$ cat src/rtl/mem_port_arb_pkg.sv
// ---------------------------------------------------------------------------
// mem_port_arb_pkg
//   Shared definitions for the memory port arbiter and the fetch stage.
//   - NOP_INSTR : instruction word returned on a read-data port that does
//                 not own the current memory response (and during reset).
//   - owner_t   : which requester owns the read data coming back from the
//                 single-port synchronous memory one cycle after the access.
//   - next_owner: maps this cycle's grant to the owner of next cycle's mem_q.
// ---------------------------------------------------------------------------
package mem_port_arb_pkg;

  localparam logic [31:0] NOP_INSTR = 32'h3C00_0000;

  typedef enum logic [1:0] {
    OWN_NONE = 2'd0,
    OWN_IF   = 2'd1,
    OWN_DM   = 2'd2
  } owner_t;

  // A data-port write produces no read data, so it leaves the owner at NONE.
  function automatic owner_t next_owner(input logic if_gnt,
                                        input logic dm_gnt,
                                        input logic dm_we);
    owner_t own;
    own = OWN_NONE;
    if (if_gnt) begin
      own = OWN_IF;
    end else if (dm_gnt && !dm_we) begin
      own = OWN_DM;
    end
    return own;
  endfunction

endpackage : mem_port_arb_pkg

$ cat src/rtl/mem_port_arb_arb_fair2.sv
// ---------------------------------------------------------------------------
// arb_fair2
//   Two-requester arbiter: the data port wins by default, but after DM_MAX
//   consecutive data grants while fetch is waiting, fetch is granted once.
//
//   Ports
//     clk     in   clock, rising edge
//     rst     in   asynchronous reset, active-low
//     if_req  in   fetch request
//     dm_req  in   data-port request
//     if_gnt  out  fetch grant for this cycle (combinational)
//     dm_gnt  out  data-port grant for this cycle (combinational)
// ---------------------------------------------------------------------------
module arb_fair2 #(
  parameter int DM_MAX = 3
) (
  input  logic clk,
  input  logic rst,
  input  logic if_req,
  input  logic dm_req,
  output logic if_gnt,
  output logic dm_gnt
);

  localparam int CNT_W = (DM_MAX < 1) ? 1 : $clog2(DM_MAX + 1);
  localparam logic [CNT_W-1:0] CNT_MAX = CNT_W'(DM_MAX);

  logic [CNT_W-1:0] dm_cnt;
  logic             fetch_due;

  // Fetch has waited through DM_MAX data grants and must go next.
  assign fetch_due = (dm_cnt == CNT_MAX);

  // No grants are issued while reset is held, so the memory outputs stay
  // at their reset values until release.
  assign if_gnt = rst & if_req & (~dm_req | fetch_due);
  assign dm_gnt = rst & dm_req & ~if_gnt;

  // dm_cnt only counts data grants that made fetch wait; it stops at
  // DM_MAX because the next cycle with fetch still waiting grants fetch.
  always_ff @(posedge clk or negedge rst) begin
    if (!rst) begin
      dm_cnt <= '0;
    end else if (!if_req || if_gnt) begin
      dm_cnt <= '0;
    end else if (dm_gnt && (dm_cnt != CNT_MAX)) begin
      dm_cnt <= dm_cnt + CNT_W'(1);
    end
  end

endmodule : arb_fair2

$ cat src/rtl/mem_port_arb.sv
// ---------------------------------------------------------------------------
// mem_port_arb
//   Shares one single-port synchronous memory between the instruction fetch
//   port and the data port. One access per cycle; the grant is decided
//   combinationally by arb_fair2, the memory address/write/data are muxed
//   from the winner, and the owner of the read is registered so that the
//   memory response (mem_q, one cycle later) is routed to the right port.
//
//   Ports
//     clk, rst            clock (rising edge), async active-low reset
//     if_req, if_addr     fetch read request and word address
//     dm_req, dm_we       data-port request, write enable (1 = write)
//     dm_addr, dm_wdata   data-port word address and write data
//     if_gnt, dm_gnt      combinational grants for this cycle
//     if_stall_o          fetch requested but not granted this cycle
//     if_rvalid, if_rdata fetch read response (NOP when not owner)
//     dm_rvalid, dm_rdata data read response (NOP when not owner)
//     mem_a, mem_w, mem_d memory address, write enable, write data
//     mem_q               memory read data, valid one cycle after mem_a
// ---------------------------------------------------------------------------
module mem_port_arb
  import mem_port_arb_pkg::*;
#(
  parameter int ADDR   = 16,
  parameter int WORD   = 32,
  parameter int DM_MAX = 3
) (
  input  logic            clk,
  input  logic            rst,
  input  logic            if_req,
  input  logic [ADDR-1:0] if_addr,
  input  logic            dm_req,
  input  logic            dm_we,
  input  logic [ADDR-1:0] dm_addr,
  input  logic [WORD-1:0] dm_wdata,
  output logic            if_gnt,
  output logic            dm_gnt,
  output logic            if_rvalid,
  output logic            dm_rvalid,
  output logic [WORD-1:0] if_rdata,
  output logic [WORD-1:0] dm_rdata,
  output logic            if_stall_o,
  output logic [ADDR-1:0] mem_a,
  output logic            mem_w,
  output logic [WORD-1:0] mem_d,
  input  logic [WORD-1:0] mem_q
);

  localparam logic [WORD-1:0] NOP_W = WORD'(NOP_INSTR);

  logic [ADDR-1:0] a_hold;
  logic [WORD-1:0] d_hold;
  owner_t          owner_p1;

  arb_fair2 #(
    .DM_MAX (DM_MAX)
  ) u_arb (
    .clk    (clk),
    .rst    (rst),
    .if_req (if_req),
    .dm_req (dm_req),
    .if_gnt (if_gnt),
    .dm_gnt (dm_gnt)
  );

  assign if_stall_o = if_req & ~if_gnt;

  // ---- stage p0: memory request from the granted port ----
  // mem_d follows the data port whenever it is granted (the memory ignores
  // it on reads); fetch grants and idle cycles keep the last value.
  always_comb begin
    mem_a = a_hold;
    mem_d = d_hold;
    mem_w = 1'b0;
    if (dm_gnt) begin
      mem_a = dm_addr;
      mem_d = dm_wdata;
      mem_w = dm_we;
    end else if (if_gnt) begin
      mem_a = if_addr;
    end
  end

  always_ff @(posedge clk or negedge rst) begin
    if (!rst) begin
      a_hold <= '0;
      d_hold <= '0;
    end else begin
      if (dm_gnt || if_gnt) begin
        a_hold <= mem_a;
      end
      if (dm_gnt) begin
        d_hold <= dm_wdata;
      end
    end
  end

  // ---- stage p1: read owner for the response on mem_q ----
  always_ff @(posedge clk or negedge rst) begin
    if (!rst) begin
      owner_p1 <= OWN_NONE;
    end else begin
      owner_p1 <= next_owner(if_gnt, dm_gnt, dm_we);
    end
  end

  always_comb begin
    if_rvalid = (owner_p1 == OWN_IF);
    dm_rvalid = (owner_p1 == OWN_DM);
    if_rdata  = if_rvalid ? mem_q : NOP_W;
    dm_rdata  = dm_rvalid ? mem_q : NOP_W;
  end

endmodule : mem_port_arb

$ cat config.mk
export PLATFORM = sky130hd
export DESIGN_NAME = mem_port_arb
export DESIGN_NICKNAME = d
export VERILOG_FILES = /design/src/rtl/mem_port_arb_pkg.sv /design/src/rtl/mem_port_arb_arb_fair2.sv /design/src/rtl/mem_port_arb.sv
export SDC_FILE = /design/constraint.sdc
export NUM_CORES = 1
export LEC_CHECK = 0
export BUFFER_PORTS_ARGS = -buffer_cell sky130_fd_sc_hd__buf_2
export CAP_MARGIN = 20
export CORE_ASPECT_RATIO = 0.7
export CORE_MARGIN = 1
export CORE_UTILIZATION = 25
export DETAILED_ROUTE_END_ITERATION = 6
export SKIP_LAST_GASP = 1
export SLEW_MARGIN = 15
export SYNTH_ARGS = -nofsm -noshare
export SYNTH_HDL_FRONTEND = slang
export SYNTH_HIERARCHICAL = 1
export SYNTH_SLANG_ARGS = --single-unit
$ cat constraint.sdc
create_clock -name clk -period 2.8 [get_ports clk]
set_clock_uncertainty 0.2 [all_clocks]
set_input_delay 0.28 -clock clk [delete_from_list [all_inputs] [get_ports clk]]
set_output_delay 0.28 -clock clk [all_outputs]
set_load 0.05 [all_outputs]
==> flow_metrics.py <==
metrics = {
    "sta": {
        "finalCriticalPeriod_ns": 2.55,
        "fmax_mhz": 392,
        "hold_violations": 0,
        "maxSlewHeadroom": 0.647,
        "final_max_slew_viol_count": 0,
        "rsz0062_at_grt": "false",
        "setup_viol": 0,
        "period_share": 0.912,
        "final.setup.tns_ns": 0,
        "fin_ws_ns": 0.247,
        "worstMarginPinSlew_ns": 0.529,
        "holdWs_ns": 0.0155,
    },
    "yosys": {
        "synth_fp_nets": 348,
        "yosys-top-cells-area": "dfrtp_1, mux2_4, and2_1",
        "avgSynthCellArea_um2": 11.5,
        "synth.distinct_cells": 26,
        "synth_ff_type": "dfrtp_1",
        "yosysSeqAreaShare": 0.461,
        "yosysWarnings": 6,
        "synth-seq-cells": 52,
        "synth_edf_count": 0,
        "synth_top_cell_by_area": "dfrtp_1",
        "async_flop_share": 1.00,
        "synthCells": 246,
        "synth_area_um2": 2820,
        "synth_top_area_share": 0.461,
    },
    "die": {
        "ioPinCount": 219,
        "die-area_um2": 11700,
        "core_area_um2": 11000,
        "initial_core_util": 0.256,
        "die_x_um": 129,
        "rows": 32,
        "die_y_um": 90.9,
    },
    "cts": {
        "cts_htree_levels": 2,
        "cts_resized": 0,
        "clkTransAtPathRegs_ns": 0.07,
        "cts_tree": "built",
        "clock_sinks": 52,
        "numCtsBuffers": 5,
        "cts_setup_buffers": 0,
        "clockBufferDepth": 2,
        "root_buffer": "clkbuf_16",
        "clkLatencyLatePin_ns": 0.28,
        "holdBufCountCts": 2,
    },
    "worst_hold_path": {
        "min_path_cells": 3,
        "hp-class": "input pin to register",
    },
    "routing": {
        "routed_via_density": 4.14,
        "ant_nets": 0,
        "wl_per_cell_um": 11.8,
        "drtIter0Drc": 45,
        "vias": 2550,
        "drc": 0,
        "first_pass_iters": 4,
        "routed_wl_um": 7290,
    },
    "place": {
        "place_worst_setup_slack_ns": 0.564,
        "place.gp.congestion": 0.637,
        "place_inst": 605,
        "portBuffers": 218,
        "dp_hpwl_um": 5810,
        "placedInstanceArea_um2": 4050,
    },
    "finish": {
        "final_area_um2": 4210,
        "final_nets": 563,
        "layout-drive-gt1-share": 0.580,
        "layoutNonFillerInstCount": 616,
        "syn_to_final_growth_pct": 49.4,
        "layout_common_cells": "buf_2, and2_1, dfrtp_1, mux2_4, o21ai_1",
        "final_common_cell": "buf_2",
    },
    "global_route": {
        "grt_pass1_vias": 2253,
        "overflow": 0,
        "grt_first_pass_wirelength_um": 10900,
        "antenna_found_initial": 2,
        "track_usage": 0.119,
        "grt_max_degree": 60,
    },
    "worst_setup_path": {
        "cp.arrival_ns": 2.07,
        "cp.required_ns": 2.32,
        "cp.buffers_inverters": 4,
        "cpMostUsedCell": "buf_2",
        "critical_path.top_delay_family": "buffers and inverters",
        "reg2reg_depth": 6,
        "crit_chain": "dlygate4sd3_1 > buf_2 > nand2_1 > a21oi_4 > buf_12 > mux2_4 > buf_2",
        "cp-start-kind": "input pin",
        "crit_path_end_kind": "primary output",
        "cp_slowest_cell": "dlygate4sd3_1",
        "slowest_delay_ns": 0.53,
        "crit_type": "input pin to primary output",
        "crit_cells": 7,
        "worstPathMaxFanout": 59,
    },
    "flow_run": {
        "max_cap_viol_count": 0,
    },
    "status": {
        "status": "complete, no violations",
    },
    "power": {
        "power.leakage_nw": 2.25,
        "powerDensity_nw_per_um2": 581,
        "vdd_drop_max_uv": 291,
    },
}
[kinds of logic (layout without fill, tap and decap cells)]
group,after synthesis,after routing,share of synthesized area
multiplexers,48,48,0.224
buffers and inverters,18,234,0.0497
flip-flops,52,52,0.461
other,0,1,0
AO/OA/AOI/OAI,36,36,0.0656
adder cells (fa/ha/maj),1,1,0.00443
AND/OR/NAND/NOR,91,91,0.195
[synth_stat cells, types with 2 or more instances]
library cell	number
o21ai_1	16
a21oi_1	2
mux2_4	30
dfrtp_1	52
nand2b_1	9
mux2i_1	16
buf_2	7
clkbuf_2	2
mux2_2	2
o21ai_0	16
buf_6	5
buf_4	2
nand2_1	18
and2_1	57
[metrics by stage]
| step | total power, W | util |
|---|---|---|
| finish | 0.00245 | 0.383 |
| global placement | 0.00185 | 0.367 |
| floorplan | 0.00162 | - |
| global route | 0.00258 | 0.383 |
| CTS | 0.00249 | 0.383 |
| detailed placement | 0.00186 | 0.367 |
[state kept, by name (all words and copies together), names as in the netlist]
| signal | flops |
|---|---|
| owner_p1 | 2 |
| a_hold | 16 |
| d_hold | 32 |
| u_arb/dm_cnt | 2 |
[worst register-to-register path: cells and delay by family (launching register included)]
family,cells,cell delay (ns)
fa+ha+maj,1,0.26
mux,1,0.30
flops,1,0.36
compound gates,2,0.26
buf+inv,2,0.41
[power breakdown]
group / switching (W) / internal [W]
Sequential: 0.0000292 / 0.000853
Clock: 0.000277 / 0.000333
Combinational: 0.000666 / 0.000291
Total: 0.000972 / 0.00148
[routing by layer]
layer,global-route usage,vias to the layer above,routed length [um]
met2,0.205,108,3540
met4,0.0314,2,69
met1,0.142,1188,3120
li1,-,1246,-
met5,0,-,13
met3,0.0361,6,540
[area by class of cell]
type / count / area (um2)
Tap cell: 153 / 191
Fill cell: 1098 / 6800
Clock inverter: 3 / 21.3
Inverter: 1 / 3.75
Antenna cell: 1 / 2.50
Clock buffer: 5 / 125
Timing Repair Buffer: 225 / 1170
Sequential cell: 52 / 1300
Multi-Input combinational cell: 176 / 1400
[path summary, 6_finish.rpt]
kind                                             start  slack [ns]                      to
max reg2reg                u_arb/dm_cnt[0]$_DFFE_PN0P_        0.92   a_hold[0]$_DFFE_PN0P_
min in group asynchronous                          rst        0.34  a_hold[11]$_DFFE_PN0P_
min reg2reg                       d_hold[14]$_DFF_PN0_        0.29    d_hold[14]$_DFF_PN0_
max                                                rst        0.25               mem_d[22]
min                                        dm_addr[15]        0.02  a_hold[15]$_DFFE_PN0P_
max in group asynchronous                          rst        1.63    d_hold[28]$_DFF_PN0_
Note: power is estimated with default switching activity, not from simulation.
